File: config.mk
export PLATFORM = sky130hd
export DESIGN_NAME = fetch_decode_latch
export DESIGN_NICKNAME = d
export VERILOG_FILES = /design/src/rtl/fetch_decode_latch.sv
export SDC_FILE = /design/constraint.sdc
export NUM_CORES = 1
export LEC_CHECK = 0
export ABC_CLOCK_PERIOD_IN_PS = 5000
export BUFFER_PORTS_ARGS = -buffer_cell sky130_fd_sc_hd__buf_4
export CELL_PAD_IN_SITES_DETAIL_PLACEMENT = 0
export CELL_PAD_IN_SITES_GLOBAL_PLACEMENT = 1
export CORE_MARGIN = 2
export CORE_UTILIZATION = 46
export CTS_BUF_LIST = sky130_fd_sc_hd__clkbuf_8
export CTS_CLUSTER_SIZE = 24
export DETAILED_ROUTE_END_ITERATION = 10
export PLACE_DENSITY = 0.89
export SLEW_MARGIN = 30
export SYNTH_ARGS = -nofsm -noshare
export SYNTH_HDL_FRONTEND = slang
export SYNTH_SLANG_ARGS = --single-unit
File: constraint.sdc
create_clock -name clock -period 5 [get_ports clock]
set_input_delay 0.5 -clock clock [delete_from_list [all_inputs] [get_ports clock]]
set_output_delay 0.5 -clock clock [all_outputs]
set_load 0.03 [all_outputs]
File: src/rtl/fetch_decode_latch.sv
// -----------------------------------------------------------------------------
// fetch_decode_latch
//
// Owns the fetch PC register and the F/D pipeline register. Each instruction
// word returned by the synchronous imem (1-cycle read latency) is paired with
// the PC that addressed it, then presented to decode as a valid-qualified word.
// A decode stall parks the word that is already in flight from imem in a skid
// register, so no word is lost. An execute redirect squashes everything in
// flight for SQUASH_CYCLES cycles of bubbles.
//
// Parameters:
//   RESET_PC       PC loaded while reset is asserted.
//   SQUASH_CYCLES  fd_valid=0 cycles forced after a redirect (legal 1..3).
//
// Ports:
//   clock            in   system clock, rising edge
//   reset            in   asynchronous, active-low
//   pc_next   [31:0] in   next PC from fetch stage (pc+1 or redirect target)
//   branched_jumped  in   execute redirect taken this cycle
//   stall            in   decode cannot accept fd_* this cycle
//   q_imem    [31:0] in   imem read data for the address presented last cycle
//   pc_fetch  [31:0] out  current fetch PC, feeds fetch-stage pc_in
//   fd_pc     [31:0] out  PC of the instruction held in F/D
//   fd_insn   [31:0] out  instruction held in F/D
//   fd_valid         out  F/D holds a real instruction (0 = bubble)
//   squashing        out  high while squashing after a redirect
//
// Optional feature, macro FD_PERF_COUNTERS_EN:
//   stall_count  [31:0] out  edges spent holding F/D for a stall (saturating)
//   squash_count [31:0] out  accepted redirects (saturating)
// -----------------------------------------------------------------------------
module fetch_decode_latch #(
   parameter logic [31:0] RESET_PC      = 32'd0,
   parameter int unsigned SQUASH_CYCLES = 2
) (
   input  logic        clock,
   input  logic        reset,
   input  logic [31:0] pc_next,
   input  logic        branched_jumped,
   input  logic        stall,
   input  logic [31:0] q_imem,
   output logic [31:0] pc_fetch,
   output logic [31:0] fd_pc,
   output logic [31:0] fd_insn,
   output logic        fd_valid,
   output logic        squashing
`ifdef FD_PERF_COUNTERS_EN
   ,
   output logic [31:0] stall_count,
   output logic [31:0] squash_count
`endif
);

   localparam logic [1:0] ST_RUN    = 2'd0;
   localparam logic [1:0] ST_STALL  = 2'd1;
   localparam logic [1:0] ST_SQUASH = 2'd2;

   // Count loaded on a redirect; zero means the bubbles are covered by the
   // pipeline drain alone and no SQUASH state is needed.
   localparam logic [1:0] SQ_INIT = 2'(SQUASH_CYCLES - 1);

   logic [1:0]  r_state;
   logic [1:0]  r_cnt;

   logic [31:0] r_pc_p0;

   logic [31:0] r_pend_pc_p1;
   logic        r_pend_vld_p1;
   logic [31:0] r_hold_insn_p1;
   logic        r_hold_vld_p1;

   logic [31:0] r_fd_pc_p2;
   logic [31:0] r_fd_insn_p2;
   logic        r_fd_vld_p2;

   logic        w_take_stall;
   logic        w_capture;

   // A stall is honoured only outside SQUASH and only when no redirect wins.
   assign w_take_stall = !branched_jumped && (r_state != ST_SQUASH) && stall;
   // The in-flight imem word is parked only on the edge that enters STALL;
   // while already stalled, q_imem carries a refetch of the frozen pc_fetch.
   assign w_capture    = w_take_stall && (r_state == ST_RUN);

   always_ff @(posedge clock or negedge reset) begin
      if (!reset) begin
         r_state       <= ST_RUN;
         r_cnt         <= 2'd0;
         r_pc_p0       <= RESET_PC;
         r_pend_pc_p1  <= 32'd0;
         r_pend_vld_p1 <= 1'b0;
         r_hold_vld_p1 <= 1'b0;
         r_fd_pc_p2    <= 32'd0;
         r_fd_insn_p2  <= 32'd0;
         r_fd_vld_p2   <= 1'b0;
      end else if (branched_jumped) begin
         // Redirect: everything fetched on the old path is discarded.
         r_pc_p0       <= pc_next;
         r_pend_pc_p1  <= r_pc_p0;
         r_pend_vld_p1 <= 1'b0;
         r_hold_vld_p1 <= 1'b0;
         r_fd_vld_p2   <= 1'b0;
         r_cnt         <= SQ_INIT;
         r_state       <= (SQ_INIT != 2'd0) ? ST_SQUASH : ST_RUN;
      end else if (r_state == ST_SQUASH) begin
         // Fetch runs down the target path while F/D is forced to bubbles.
         r_pc_p0       <= pc_next;
         r_pend_pc_p1  <= r_pc_p0;
         r_pend_vld_p1 <= 1'b1;
         r_fd_vld_p2   <= 1'b0;
         r_cnt         <= r_cnt - 2'd1;
         if (r_cnt <= 2'd1) begin
            r_state <= ST_RUN;
         end
      end else if (w_take_stall) begin
         // Freeze pc_fetch and F/D; the word arriving now moves to the skid.
         r_state <= ST_STALL;
         if (w_capture) begin
            r_hold_vld_p1 <= r_pend_vld_p1;
            r_pend_vld_p1 <= 1'b0;
         end
      end else begin
         // Normal advance (also the STALL release edge).
         r_state       <= ST_RUN;
         r_pc_p0       <= pc_next;
         // ---- stage p0 -> p1: address presented last edge pairs with q_imem
         r_pend_pc_p1  <= r_pc_p0;
         r_pend_vld_p1 <= 1'b1;
         r_hold_vld_p1 <= 1'b0;
         // ---- stage p1 -> p2: skid word has priority over the live imem word
         r_fd_pc_p2    <= r_pend_pc_p1;
         r_fd_insn_p2  <= r_hold_vld_p1 ? r_hold_insn_p1 : q_imem;
         r_fd_vld_p2   <= r_pend_vld_p1 | r_hold_vld_p1;
      end
   end

   // Skid data carries no reset: it is only read when r_hold_vld_p1 is set.
   always_ff @(posedge clock) begin
      if (w_capture) begin
         r_hold_insn_p1 <= q_imem;
      end
   end

   assign pc_fetch  = r_pc_p0;
   assign fd_pc     = r_fd_pc_p2;
   assign fd_insn   = r_fd_insn_p2;
   assign fd_valid  = r_fd_vld_p2;
   assign squashing = (r_state == ST_SQUASH);

`ifdef FD_PERF_COUNTERS_EN
   function automatic logic [31:0] sat_inc(input logic [31:0] v);
      return (v == 32'hFFFF_FFFF) ? v : v + 32'd1;
   endfunction

   logic [31:0] r_stall_cnt;
   logic [31:0] r_squash_cnt;

   always_ff @(posedge clock or negedge reset) begin
      if (!reset) begin
         r_stall_cnt  <= 32'd0;
         r_squash_cnt <= 32'd0;
      end else begin
         if (w_take_stall) begin
            r_stall_cnt <= sat_inc(r_stall_cnt);
         end
         if (branched_jumped) begin
            r_squash_cnt <= sat_inc(r_squash_cnt);
         end
      end
   end

   assign stall_count  = r_stall_cnt;
   assign squash_count = r_squash_cnt;
`endif

endmodule

==> flow_summary.ini <==
[grt]
antenna_found_initial = 0
grt_use_total = 0.170
grt-ovfl-total = 0
first_global_vias = 3870
grt_max_degree = 84
grt_pass1_wl_um = 19700

[yosys]
yosysTopAreaCellShare = 0.509
synth.distinct_cells = 26
synth_top_family_by_area = multiplexers
syn_inst = 368
synth.area.mux_share = 0.300
synth.cells.most_frequent = dfrtp_1, mux2_2, mux2_4
synth_area_per_cell_um2 = 18.0
ys_warn_count = 0
synthesis.area_mm2 = 0.00664
syn-num-nets = 437
yosysTopAreaCell = dfrtp_1
yosysSeqAreaShare = 0.653
yosys_register_bits = 167
synthTopCellsByArea = dfrtp_1, mux2_2, edfxtp_1, mux2_4, buf_6
synth_edf_count = 32
async_flop_share = 0.808
synth_fa_ha_area_frac = 0.00188
synth-compound-area-share = 0.00490
synth_xor_area_frac = 0.00132
synth.most_common_cell = dfrtp_1
yosys.area_share.simple = 0.00885
synthFlopType = dfrtp_1

[routing]
wl_per_cell_um = 17.3
drt_drc_violations_left = 0
drtPass1Iterations = 6
drt-vias-per-instance = 5.03
wirelength_um = 12700
drt_iter0_markers = 147
vias = 3675
antenna_left = 0

[clock_tree]
path_clk_slew_ns = 0.08
ctsHoldBuffers = 0
cts_max_level = 4
cts_sinks = 167
post_cts_resize_count = 0
cts_tree = built
cts_setup_buffers = 0
cts_buffers = 17
insertion_delay_ns = 0.45
clock_path_buffers = 2
clockRootBuffer = clkbuf_8

[placement]
placed_area_mm2 = 0.00799
hpwl_um = 8840
routabilityCongestion = 0.762
port_buffers = 165

[setup_path]
startpoint = r_state[0]
worstPathArrival_ns = 3.01
reg2reg_to = fd_pc[2]
cp-end-kind = flop
slowest_delay_ns = 0.80
regToRegSetupSlack_ns = 2.32
path_class = flop to flop
endpoint = fd_pc[2]
worst_setup_path_start_kind = flop
crit_path_top_delay_cell = or3_2
path_cells = nor2b_1, or3_2, buf_4, mux2_2
r2r_start = r_state[0]
path_max_fanout = 37
crit_required_ns = 5.33
r2r_cells = 4

[floorplanning]
io_pins = 166
dieArea_mm2 = 0.0154
die_height_um = 124
die_w_um = 124
initial_utilization = 0.475
design.core.area_mm2 = 0.0140
rows = 43

[timing]
fin_skew_ns = 0.0120
fmax_ghz = 0.373
min_period_over_period = 0.536
period_minus_slack_ns = 2.68
fin_hold_ws_ns = 0.0834
hold_viol = 0
rsz0062_at_grt = false
slew_viol_final = 0
setup_tns_ns = 0
worst_pin_slew_ns = 0.871
max_slew_margin = 0.419
finalSetupViolations = 0

[power_and_ir_drop]
pwr-share-seq = 0.478
swShare = 0.299
p_int_mw = 2.47
ir_drop_mv = 0.217
p_comb_frac = 0.252
clock_power_share = 0.270
total_power_mw = 3.52
p_leak_nw = 3.89
p_sw_mw = 1.05
cellPowerDensity_mw_per_mm2 = 420

[final_layout]
syn_to_final_growth_pct = 26.2
regArea_mm2 = 0.00434
multi_input_area_mm2 = 0.00212
diodes = 0
design_area_mm2 = 0.00838
fin_nets = 607
drive_above_1_share = 0.657
fillers = 1068

[worst_hold_path]
hold_path_class = input pin to async pin

[run]
maxCapViolCount = 0

[status]
outcome = complete, no violations
power groups by stage:
stage	registers [mW]	clock network, mW	logic [mW]
global route	1.71	1.04	0.938
detailed placement	1.71	0	0.898
finish	1.68	0.949	0.886
floorplan	1.98	0	0.248
CTS	1.69	0.978	0.900
global placement	1.70	0	0.879
cell families after synthesis:
kind of cell | after synthesis
AO/OA/AOI/OAI | 5
XOR/XNOR | 1
adder cells (fa/ha/maj) | 1
buffers and inverters | 22
flip-flops | 167
multiplexers | 161
AND/OR/NAND/NOR | 11
flip-flops by register name, summed over array words and instances, names as in the netlist:
signal / cells
fd_insn: 32
r_state: 2
fd_pc: 32
r_pend_pc_p1: 32
r_cnt: 2
fd_valid: 1
r_pend_vld_p1: 1
r_hold_vld_p1: 1
pc_fetch: 32
r_hold_insn_p1: 32
per-layer routing:
| layer | vias to the layer above | track usage | routed length (um) |
|---|---|---|---|
| met3 | 13 | 0.0650 | 1090 |
| met5 | - | 0 | 0 |
| li1 | 1663 | - | - |
| met4 | 0 | 0.0618 | 155 |
| met2 | 126 | 0.265 | 5890 |
| met1 | 1873 | 0.218 | 5510 |
worst max-delay path: cells and delay by family, from the launching register on:
kind,cells,cell delay [ns]
buf+inv,1,0.49
mux,1,0.38
flops,1,0.43
simple gates,2,1.24
through the flow:
step	std cells	util	setup WS, ns
3_5_place_dp	699	0.571	2.26
3_3_place_gp	698	0.570	2.38
5_1_grt	731	0.599	2.07
4_1_cts	731	0.599	2.26
6_report	731	0.599	2.32
2_1_floorplan	368	-	1.03
worst min path at each step:
| stage | startpoint | endpoint | slack (ns) | cells after the start |
|---|---|---|---|---|
| after global placement | fd_valid | fd_valid | 0.48 | 1 |
| after floorplan | reset | fd_insn[0] | 0.20 | 0 |
| after global routing | reset | fd_pc[29] | 0.13 | 1 |
| after CTS | reset | pc_fetch[26] | 0.09 | 1 |
| final | reset | fd_pc[25] | 0.08 | 1 |
| after detailed placement | r_pend_pc_p1[21] | fd_pc[21] | 0.49 | 1 |
cell usage in the layout (no fill, tap or decap):
cell type / n
buf_4: 168
dfrtp_1: 135
mux2_2: 111
mux2_4: 49
edfxtp_1: 32
clkbuf_8: 18
inv_1: 7
clkinv_2: 4
nor2_1: 3
bufinv_16: 3
a21oi_1: 2
nor2b_1: 1
or3b_4: 1
nor3_2: 1
clkinv_4: 1
xnor2_1: 1
nand2b_1: 1
or3_2: 1
mux2i_1: 1
nand2_1: 1
and2_1: 1
o21ai_0: 1
nand3_1: 1
o2bb2ai_1: 1
a31o_2: 1
ha_1: 1
inv_4: 1
clkinvlp_4: 1
buf_6: 1
buf_12: 1
final cells by class:
class / instances / share of cell area
Timing Repair Buffer: 170 / 0.154
Multi-Input combinational cell: 179 / 0.253
Clock buffer: 18 / 0.0296
Sequential cell: 167 / 0.518
Inverter: 3 / 0.00194
Clock inverter: 14 / 0.0170
Tap cell: 180 / 0.0269
Note: power is estimated with default switching activity, not from simulation.
